==> src/rtl/jtcontra_gfx_romslot_pkg.sv <==
// Shared types and defaults for the gfx ROM slot: FSM encoding and SDRAM bases.
package jtcontra_gfx_romslot_pkg;

  typedef enum logic [1:0] {
    ST_IDLE      = 2'd0,
    ST_WAIT_ACK  = 2'd1,
    ST_WAIT_DATA = 2'd2
  } state_t;

  localparam logic [21:0] GFX1_OFFSET_DEF = 22'h08_0000;
  localparam logic [21:0] GFX2_OFFSET_DEF = 22'h10_0000;

endpackage

==> src/rtl/jtcontra_romslot_cache.sv <==
// Single-entry word cache for one gfx client: tag/data/valid plus hit and ok.
module jtcontra_romslot_cache (
  input  logic        clk_i,
  input  logic        rst_i,
  input  logic [17:0] addr_i,
  input  logic        cs_i,
  input  logic        we_i,
  input  logic [17:0] wtag_i,
  input  logic [15:0] wdata_i,
  output logic [15:0] data_o,
  output logic        ok_o,
  output logic        miss_o
);

  logic [17:0] tag_q, tag_d;
  logic [15:0] data_q, data_d;
  logic        valid_q, valid_d;
  logic        hit;

  // Load the entry when the FSM retires a fetch for this client.
  always_comb begin
    tag_d   = tag_q;
    data_d  = data_q;
    valid_d = valid_q;
    if (we_i) begin
      tag_d   = wtag_i;
      data_d  = wdata_i;
      valid_d = 1'b1;
    end
  end

  // Entry storage, cleared on reset.
  always_ff @(posedge clk_i or posedge rst_i) begin
    if (rst_i) begin
      tag_q   <= '0;
      data_q  <= '0;
      valid_q <= 1'b0;
    end else begin
      tag_q   <= tag_d;
      data_q  <= data_d;
      valid_q <= valid_d;
    end
  end

  assign hit    = valid_q & (tag_q == addr_i);
  assign ok_o   = cs_i & hit;
  assign miss_o = cs_i & ~hit;
  assign data_o = data_q;

endmodule

==> src/rtl/jtcontra_gfx_romslot.sv <==
// Arbitrates gfx1/gfx2 ROM fetches onto one SDRAM request port, one cached word per client.
module jtcontra_gfx_romslot
  import jtcontra_gfx_romslot_pkg::*;
#(
  parameter logic [21:0] GFX1_OFFSET = GFX1_OFFSET_DEF,
  parameter logic [21:0] GFX2_OFFSET = GFX2_OFFSET_DEF
) (
  input  logic        rst,
  input  logic        clk,
  input  logic [17:0] gfx1_addr,
  input  logic        gfx1_cs,
  output logic [15:0] gfx1_data,
  output logic        gfx1_ok,
  input  logic [17:0] gfx2_addr,
  input  logic        gfx2_cs,
  output logic [15:0] gfx2_data,
  output logic        gfx2_ok,
  output logic [21:0] sdram_addr,
  output logic        sdram_req,
  input  logic        sdram_ack,
  input  logic        sdram_rdy,
  input  logic [15:0] sdram_din
);

  state_t      state_q, state_d;
  logic        sel_q, sel_d;       // 0: gfx1, 1: gfx2
  logic        last_q, last_d;     // client served most recently
  logic [17:0] req_tag_q, req_tag_d;
  logic [21:0] addr_q, addr_d;
  logic        req_q, req_d;
  logic        miss1, miss2, we1, we2;

  jtcontra_romslot_cache u_cache1 (
    .clk_i   (clk),
    .rst_i   (rst),
    .addr_i  (gfx1_addr),
    .cs_i    (gfx1_cs),
    .we_i    (we1),
    .wtag_i  (req_tag_q),
    .wdata_i (sdram_din),
    .data_o  (gfx1_data),
    .ok_o    (gfx1_ok),
    .miss_o  (miss1)
  );

  jtcontra_romslot_cache u_cache2 (
    .clk_i   (clk),
    .rst_i   (rst),
    .addr_i  (gfx2_addr),
    .cs_i    (gfx2_cs),
    .we_i    (we2),
    .wtag_i  (req_tag_q),
    .wdata_i (sdram_din),
    .data_o  (gfx2_data),
    .ok_o    (gfx2_ok),
    .miss_o  (miss2)
  );

  // Next-state: pick a missing client round-robin, hold the request until ack, retire on rdy.
  always_comb begin
    state_d   = state_q;
    sel_d     = sel_q;
    last_d    = last_q;
    req_tag_d = req_tag_q;
    addr_d    = addr_q;
    req_d     = req_q;
    we1       = 1'b0;
    we2       = 1'b0;
    case (state_q)
      ST_IDLE: begin
        if (miss1 | miss2) begin
          sel_d     = (miss1 & miss2) ? ~last_q : miss2;
          req_tag_d = sel_d ? gfx2_addr : gfx1_addr;
          addr_d    = (sel_d ? GFX2_OFFSET : GFX1_OFFSET) + {4'd0, req_tag_d};
          req_d     = 1'b1;
          state_d   = ST_WAIT_ACK;
        end
      end
      ST_WAIT_ACK: begin
        if (sdram_ack) begin
          req_d   = 1'b0;
          state_d = ST_WAIT_DATA;
        end
      end
      ST_WAIT_DATA: begin
        if (sdram_rdy) begin
          we1     = ~sel_q;
          we2     = sel_q;
          last_d  = sel_q;
          state_d = ST_IDLE;
        end
      end
      default: state_d = ST_IDLE;
    endcase
  end

  // FSM and request registers.
  always_ff @(posedge clk or posedge rst) begin
    if (rst) begin
      state_q   <= ST_IDLE;
      sel_q     <= 1'b0;
      last_q    <= 1'b1;
      req_tag_q <= '0;
      addr_q    <= '0;
      req_q     <= 1'b0;
    end else begin
      state_q   <= state_d;
      sel_q     <= sel_d;
      last_q    <= last_d;
      req_tag_q <= req_tag_d;
      addr_q    <= addr_d;
      req_q     <= req_d;
    end
  end

  assign sdram_addr = addr_q;
  assign sdram_req  = req_q;

endmodule
==> config.mk <==
export PLATFORM = sky130hd
export DESIGN_NAME = jtcontra_gfx_romslot
export DESIGN_NICKNAME = d
export VERILOG_FILES = /design/src/rtl/jtcontra_gfx_romslot_pkg.sv /design/src/rtl/jtcontra_romslot_cache.sv /design/src/rtl/jtcontra_gfx_romslot.sv
export SDC_FILE = /design/constraint.sdc
export NUM_CORES = 1
export LEC_CHECK = 0
export ABC_AREA = 1
export BUFFER_PORTS_ARGS = -buffer_cell sky130_fd_sc_hd__buf_2
export CORE_ASPECT_RATIO = 1.25
export CORE_MARGIN = 8
export CORE_UTILIZATION = 53
export CTS_CLUSTER_DIAMETER = 200
export CTS_CLUSTER_SIZE = 10
export DETAILED_ROUTE_END_ITERATION = 10
export PLACE_DENSITY = 0.82
export SLEW_MARGIN = 20
export SYNTH_ARGS = -nofsm -noshare
export SYNTH_HDL_FRONTEND = slang
export SYNTH_SLANG_ARGS = --single-unit
export TNS_END_PERCENT = 30
==> constraint.sdc <==
create_clock -name clk -period 4.9 [get_ports clk]
set_input_delay 1.47 -clock clk [delete_from_list [all_inputs] [get_ports clk]]
set_output_delay 1.47 -clock clk [all_outputs]
set_load 0.01 [all_outputs]
==> flow_summary.toml, run 1 <==
[final_layout]
drive_gt1_share_pct = 20.6
mostFrequentLayoutCells = "248 x nand2_1, 112 x buf_2, 93 x dfrtp_1"
seq_area_mm2 = 0.00235
antennaDiodeCount = 0
final_nets = 766
nFillCells = 702
area_growth_pct = 18.2
final_util_pct = 64.9
final_common_cell = "nand2_1"
multi_input_area_mm2 = 0.00170

[power]
power_frac_clock_pct = 19.4
p_int_mw = 1.90
ir_drop_mv = 0.378
switching_share_pct = 38.8
comb_power_share_pct = 36.4
p_sw_mw = 1.20
power.leakage_nw = 3.16
power_per_cell_area_mw_per_mm2 = 579
p_seq_share_pct = 44.2

[setup_path]
crit_path_end_kind = "primary output"
crit_fanout = 2
cpMaxStageDelayCell = "nor2_1"
crit_path_start_kind = "input pin"
worstPathCellList = "buf_2 -> xnor2_1 -> nand2_1 -> nor2_1 -> nand3_2 -> nor2_2 -> inv_2 -> nor2_1 -> buf_2"
cp.arrival_ns = 2.53
critPathRequiredTime_ns = 3.43
r2r_setup_slack_ns = 2.52
crit_type = "input pin to primary output"
critPathMaxStageDelay_ns = 0.19

[die]
start_util_pct = 54.9
dieArea_mm2 = 0.0118
core_area_mm2 = 0.00824
die_w_um = 98.6
row_count = 37
num_io_pins = 115
fp.dieH_um = 119

[place]
gp_congestion = 0.843
place_ws_ns = 0.906
io_buffer_count = 112
dp_hpwl_um = 8290

[timing]
relSlewSlack_pct = 47.1
fin_ws_ns = 0.897
rsz0062_at_grt = "false"
finalSetupViolCount = 0
max_freq_mhz = 250
worstMarginPinSlew_ns = 0.792
tns_ns = 0
fin_crit_sh_pct = 81.7
drv_slew = 0
period_needed_ns = 4.00
hold_viol = 0
fin_skew_ns = 0.0142

[grt]
antenna_found_initial = 1
grt_pass1_vias = 4081
grtUsageTotal_pct = 20.6
grt_start_max_net_pins = 52
grt-ovfl-total = 0
grt_pass1_wl_um = 19400

[clock_tree]
htreeDepth = 3
hold_buffers = 0
clock-sinks = 94
clk_pin_slew_worst_paths_ns = 0.09
cts_root_buffer = "clkbuf_8"
cts_tree = "yes"
clk_latency_ns = 0.37
post-cts-setup-buffers = 0
ctsResizeCount = 0
clock_path_buffers = 2
cts_buffers = 9

[logic_synthesis]
synth_cell_types = 28
synth-async-reset-ratio_pct = 100
netlist_instances = 602
yosys_warnings = 0
ys_top_cells_by_area = "dfrtp_1 51%, nand2_1 21%, inv_1 7.2%"
synth_edf_count = 0
synth.largest_area_cell = "dfrtp_1"
post-synth-top-area-fraction_pct = 51.5
ys_seq_area_share_pct = 52.0
ys_ff_latch = 94
synth_area_per_cell_um2 = 7.51
ys.flop_type = "dfrtp_1"
syn_area_mm2 = 0.00452

[drt]
first_pass_iters = 5
drt-total-wl_um = 11700
drcViolationCount = 0
drtIter0Drc = 243
post_drt_wl_per_cell_um = 14.4
antenna_left = 0
vias = 4085
viasPerCell = 5.04

[hold_path]
hp-class = "register to register"

[flow_run]
maxCapViolations = 0

[status]
status = "complete, no violations"
==> worst paths after layout <==
path,startpoint,cells after the start,endpoint
setup reg to reg,state_q[0],7,u_cache1.tag_q[14]
hold / removal,u_cache2.valid_q,2,u_cache2.valid_q
max in group asynchronous,rst,3,req_tag_q[16]
hold reg to reg,u_cache2.valid_q,2,u_cache2.valid_q
min in group asynchronous,rst,2,sdram_req
setup / recovery,gfx2_addr[17],9,gfx2_ok
==> worst max-delay path: cells and delay by family <==
| family | cells | cell delay, ns |
|---|---|---|
| simple gates | 5 | 0.59 |
| buf+inv | 3 | 0.32 |
| xor+xnor | 1 | 0.15 |
==> per-stage QoR <==
step | total power [mW] | instance area, um2 | std cells | hold WS (ns)
after floorplan | 2.08 | 4530 | 603 | 0.423
after global placement | 2.46 | 5120 | 794 | 0.437
after CTS | 3.12 | 5350 | 810 | 0.475
after global routing | 3.35 | 5350 | 810 | 0.498
final | 3.09 | 5350 | 810 | 0.474
after detailed placement | 2.51 | 5120 | 794 | 0.452
==> kinds of logic after synthesis <==
kind of cell / after synthesis / share of synthesized area, %
AOI/OAI and AO/OA: 72 / 8.02
xor gates and xnor gates: 6 / 1.16
buffers and inverters: 114 / 10.6
DFF: 94 / 52.0
muxes: 2 / 0.498
other: 1 / 0.0829
and+or+nand+nor: 313 / 27.6
==> layout make-up <==
| type | instances | share of cell area (%) |
|---|---|---|
| clock inverters | 4 | 1.78 |
| multi-input cells | 395 | 31.8 |
| well taps | 97 | 2.27 |
| flip-flops and latches | 94 | 44.0 |
| inverters | 91 | 6.46 |
| repair buffers | 117 | 11.2 |
| clock buffers | 12 | 2.53 |
==> synth_stat cells (2+ instances only) <==
library cell / instances
clkbuf_1: 13
nor2_1: 31
nor3_1: 2
inv_2: 2
buf_6: 3
a21oi_1: 10
inv_1: 87
mux2_2: 2
nand3_1: 22
nand3_2: 2
nand2_2: 2
buf_4: 7
dfrtp_1: 93
xor2_1: 4
o21ai_0: 57
o21ai_1: 4
xnor2_1: 2
nor2_2: 2
nand2_1: 248
==> routing by layer <==
| layer | part of all wire [%] | GRT usage [%] |
|---|---|---|
| met5 | 0.077 | 0 |
| met4 | 1.8 | 6.74 |
| met3 | 11 | 8.39 |
| met2 | 47 | 33.3 |
| met1 | 40 | 24.4 |
==> state kept, by name, summed over array words and instances, names as in the netlist, 2 cells and up <==
name and cells:
sdram_addr 3, u_cache1.tag_q 18, u_cache1.data_o 16, state_q 2, u_cache2.data_o 16, req_tag_q 17
u_cache2.tag_q 18
==> power by group through the flow <==
stage                     clock, mW  sequential, mW  combinational, mW
after floorplan                   0            1.43              0.651
after global placement            0            1.36               1.10
after detailed placement          0            1.37               1.14
after CTS                     0.614            1.36               1.15
after global routing          0.642            1.41               1.29
final                         0.600            1.37               1.13
No activity file was read; power rests on OpenSTA's default activity.
==> inputs of run 2 (changes only) <==
Clock period 4.9 ns to 4.1 ns, I/O delays scaled along.
==> flow_summary.toml, run 2 (same netlist as run 1, synthesis figures left out) <==
[drt]
antenna_left = 0
vias = 4012
drcViolationCount = 0
first_pass_iters = 4
post_drt_wl_per_cell_um = 14.5
drt-total-wl_um = 11800
drtIter0Drc = 240
viasPerCell = 4.95

[setup_path]
cpMaxStageDelayCell = "nor2_1"
critPathRequiredTime_ns = 2.87
crit_fanout = 2
r2r_setup_slack_ns = 1.50
worstPathCellList = "buf_2 -> xnor2_1 -> nand2_1 -> nor2_1 -> nand3_2 -> nor2_2 -> inv_2 -> nor2_1 -> buf_2"
r2r-start = "u_cache2.tag_q[11]"
r2r_cells = 14
r2r_end = "req_tag_q[12]"
critPathMaxStageDelay_ns = 0.17
crit_family = "simple AND/OR/NAND/NOR gates"
crit_path_start_kind = "input pin"
crit_path_end_kind = "primary output"
crit_type = "input pin to primary output"
cp.arrival_ns = 2.28
cp_num_buf_inv = 3

[final_layout]
mostFrequentLayoutCells = "248 x nand2_1, 112 x buf_2, 93 x dfrtp_1"
largestRegisters = "u_cache1.tag_q x18, u_cache2.tag_q x18, req_tag_q x17"
area_growth_pct = 17.3
antennaDiodeCount = 0
final_nets = 766
final_common_cell = "nand2_1"
drive_gt1_share_pct = 20.9
fin_area_mm2 = 0.00531

[timing]
period_needed_ns = 3.51
drv_slew = 0
max_freq_mhz = 285
fin_skew_ns = 0.0107
worstMarginPinSlew_ns = 0.933
rsz0062_at_grt = "false"
relSlewSlack_pct = 37.7
fin_crit_sh_pct = 85.7
tns_ns = 0
hold_viol = 0
finalSetupViolCount = 0

[clock_tree]
cts_buffers = 9
post-cts-setup-buffers = 0
clk_latency_ns = 0.37
clock_path_buffers = 2
cts_tree = "yes"
clk_pin_slew_worst_paths_ns = 0.09
hold_buffers = 0
cts_root_buffer = "clkbuf_8"
htreeDepth = 3
ctsResizeCount = 0
clock-sinks = 94

[power]
ir_drop_mv = 0.429
power_per_cell_area_mw_per_mm2 = 669
total_power_mw = 3.55
power.leakage_nw = 3.12

[hold_path]
min_to = "u_cache2.valid_q"
whs_path_depth = 2
min_from = "u_cache2.valid_q"
hp-class = "register to register"

[grt]
grt_pass1_wl_um = 19900
grt-ovfl-total = 0
antenna_found_initial = 1
grt_start_max_net_pins = 53
grt_pass1_vias = 4289
grtUsageTotal_pct = 21.1

[die]
die_w_um = 98.6
row_count = 37
num_io_pins = 115
core_area_mm2 = 0.00824
fp.dieH_um = 119
dieArea_mm2 = 0.0118
start_util_pct = 54.9

[place]
io_buffer_count = 112
gp_congestion = 0.848
dp_hpwl_um = 8480
postPlaceCellArea_mm2 = 0.00513

[status]
status = "complete, no violations"

[flow_run]
maxCapViolations = 0
==> run 2: worst max path at each step <==
stage / from / to / slack (ns) / cells past startpoint
floorplan: rst / req_tag_q[0] / 0.42 / 1
global placement: gfx2_addr[0] / gfx2_ok / 0.61 / 10
detailed placement: gfx2_addr[17] / gfx2_ok / 0.58 / 9
CTS: gfx2_addr[17] / gfx2_ok / 0.58 / 9
global route: gfx2_addr[1] / gfx2_ok / 0.44 / 11
finish: gfx2_addr[17] / gfx2_ok / 0.59 / 9
==> run 2: power breakdown <==
group / internal, mW / leakage [nW] / total [mW] / switching [mW]
sequential: 1.35 / 1.16 / 1.64 / 0.286
combinational: 0.513 / 1.89 / 1.35 / 0.839
clock: 0.236 / 0.0776 / 0.559 / 0.323
total: 2.10 / 3.12 / 3.55 / 1.45
==> run 2: routing by layer <==
metal | GRT usage, % | part of all wire [%] | vias up
met3 | 7.81 | 9.7 | 21
met2 | 35.2 | 47 | 155
met1 | 24.2 | 41 | 1817
li1 | - | - | 2017
met4 | 7.99 | 1.9 | 2
met5 | 0 | 0.11 | -
==> run 2: worst reg2reg max path, delay by kind of cell (launching register included) <==
kind                   cells  cell delay, ns
DFF                        1            0.39
and+or+nand+nor           12            1.98
buffers and inverters      2            0.11
==> run 2: cell type report <==
| cell class | instances | area (um2) |
|---|---|---|
| Clock buffer | 11 | 141 |
| Sequential cell | 94 | 2350 |
| Fill cell | 730 | 2940 |
| Multi-Input combinational cell | 395 | 1700 |
| Clock inverter | 5 | 35.0 |
| Tap cell | 97 | 121 |
| Inverter | 91 | 345 |
| Timing Repair Buffer | 117 | 611 |
==> run 2: through the flow <==
stage | worst slack (ns) | instances | hold WS (ns) | util, %
CTS | 0.577 | 810 | 0.472 | 64.4
finish | 0.588 | 810 | 0.466 | 64.4
floorplan | 0.423 | 603 | 0.423 | -
global route | 0.441 | 810 | 0.493 | 64.4
detailed placement | 0.585 | 794 | 0.450 | 62.2
global placement | 0.615 | 794 | 0.438 | 62.2
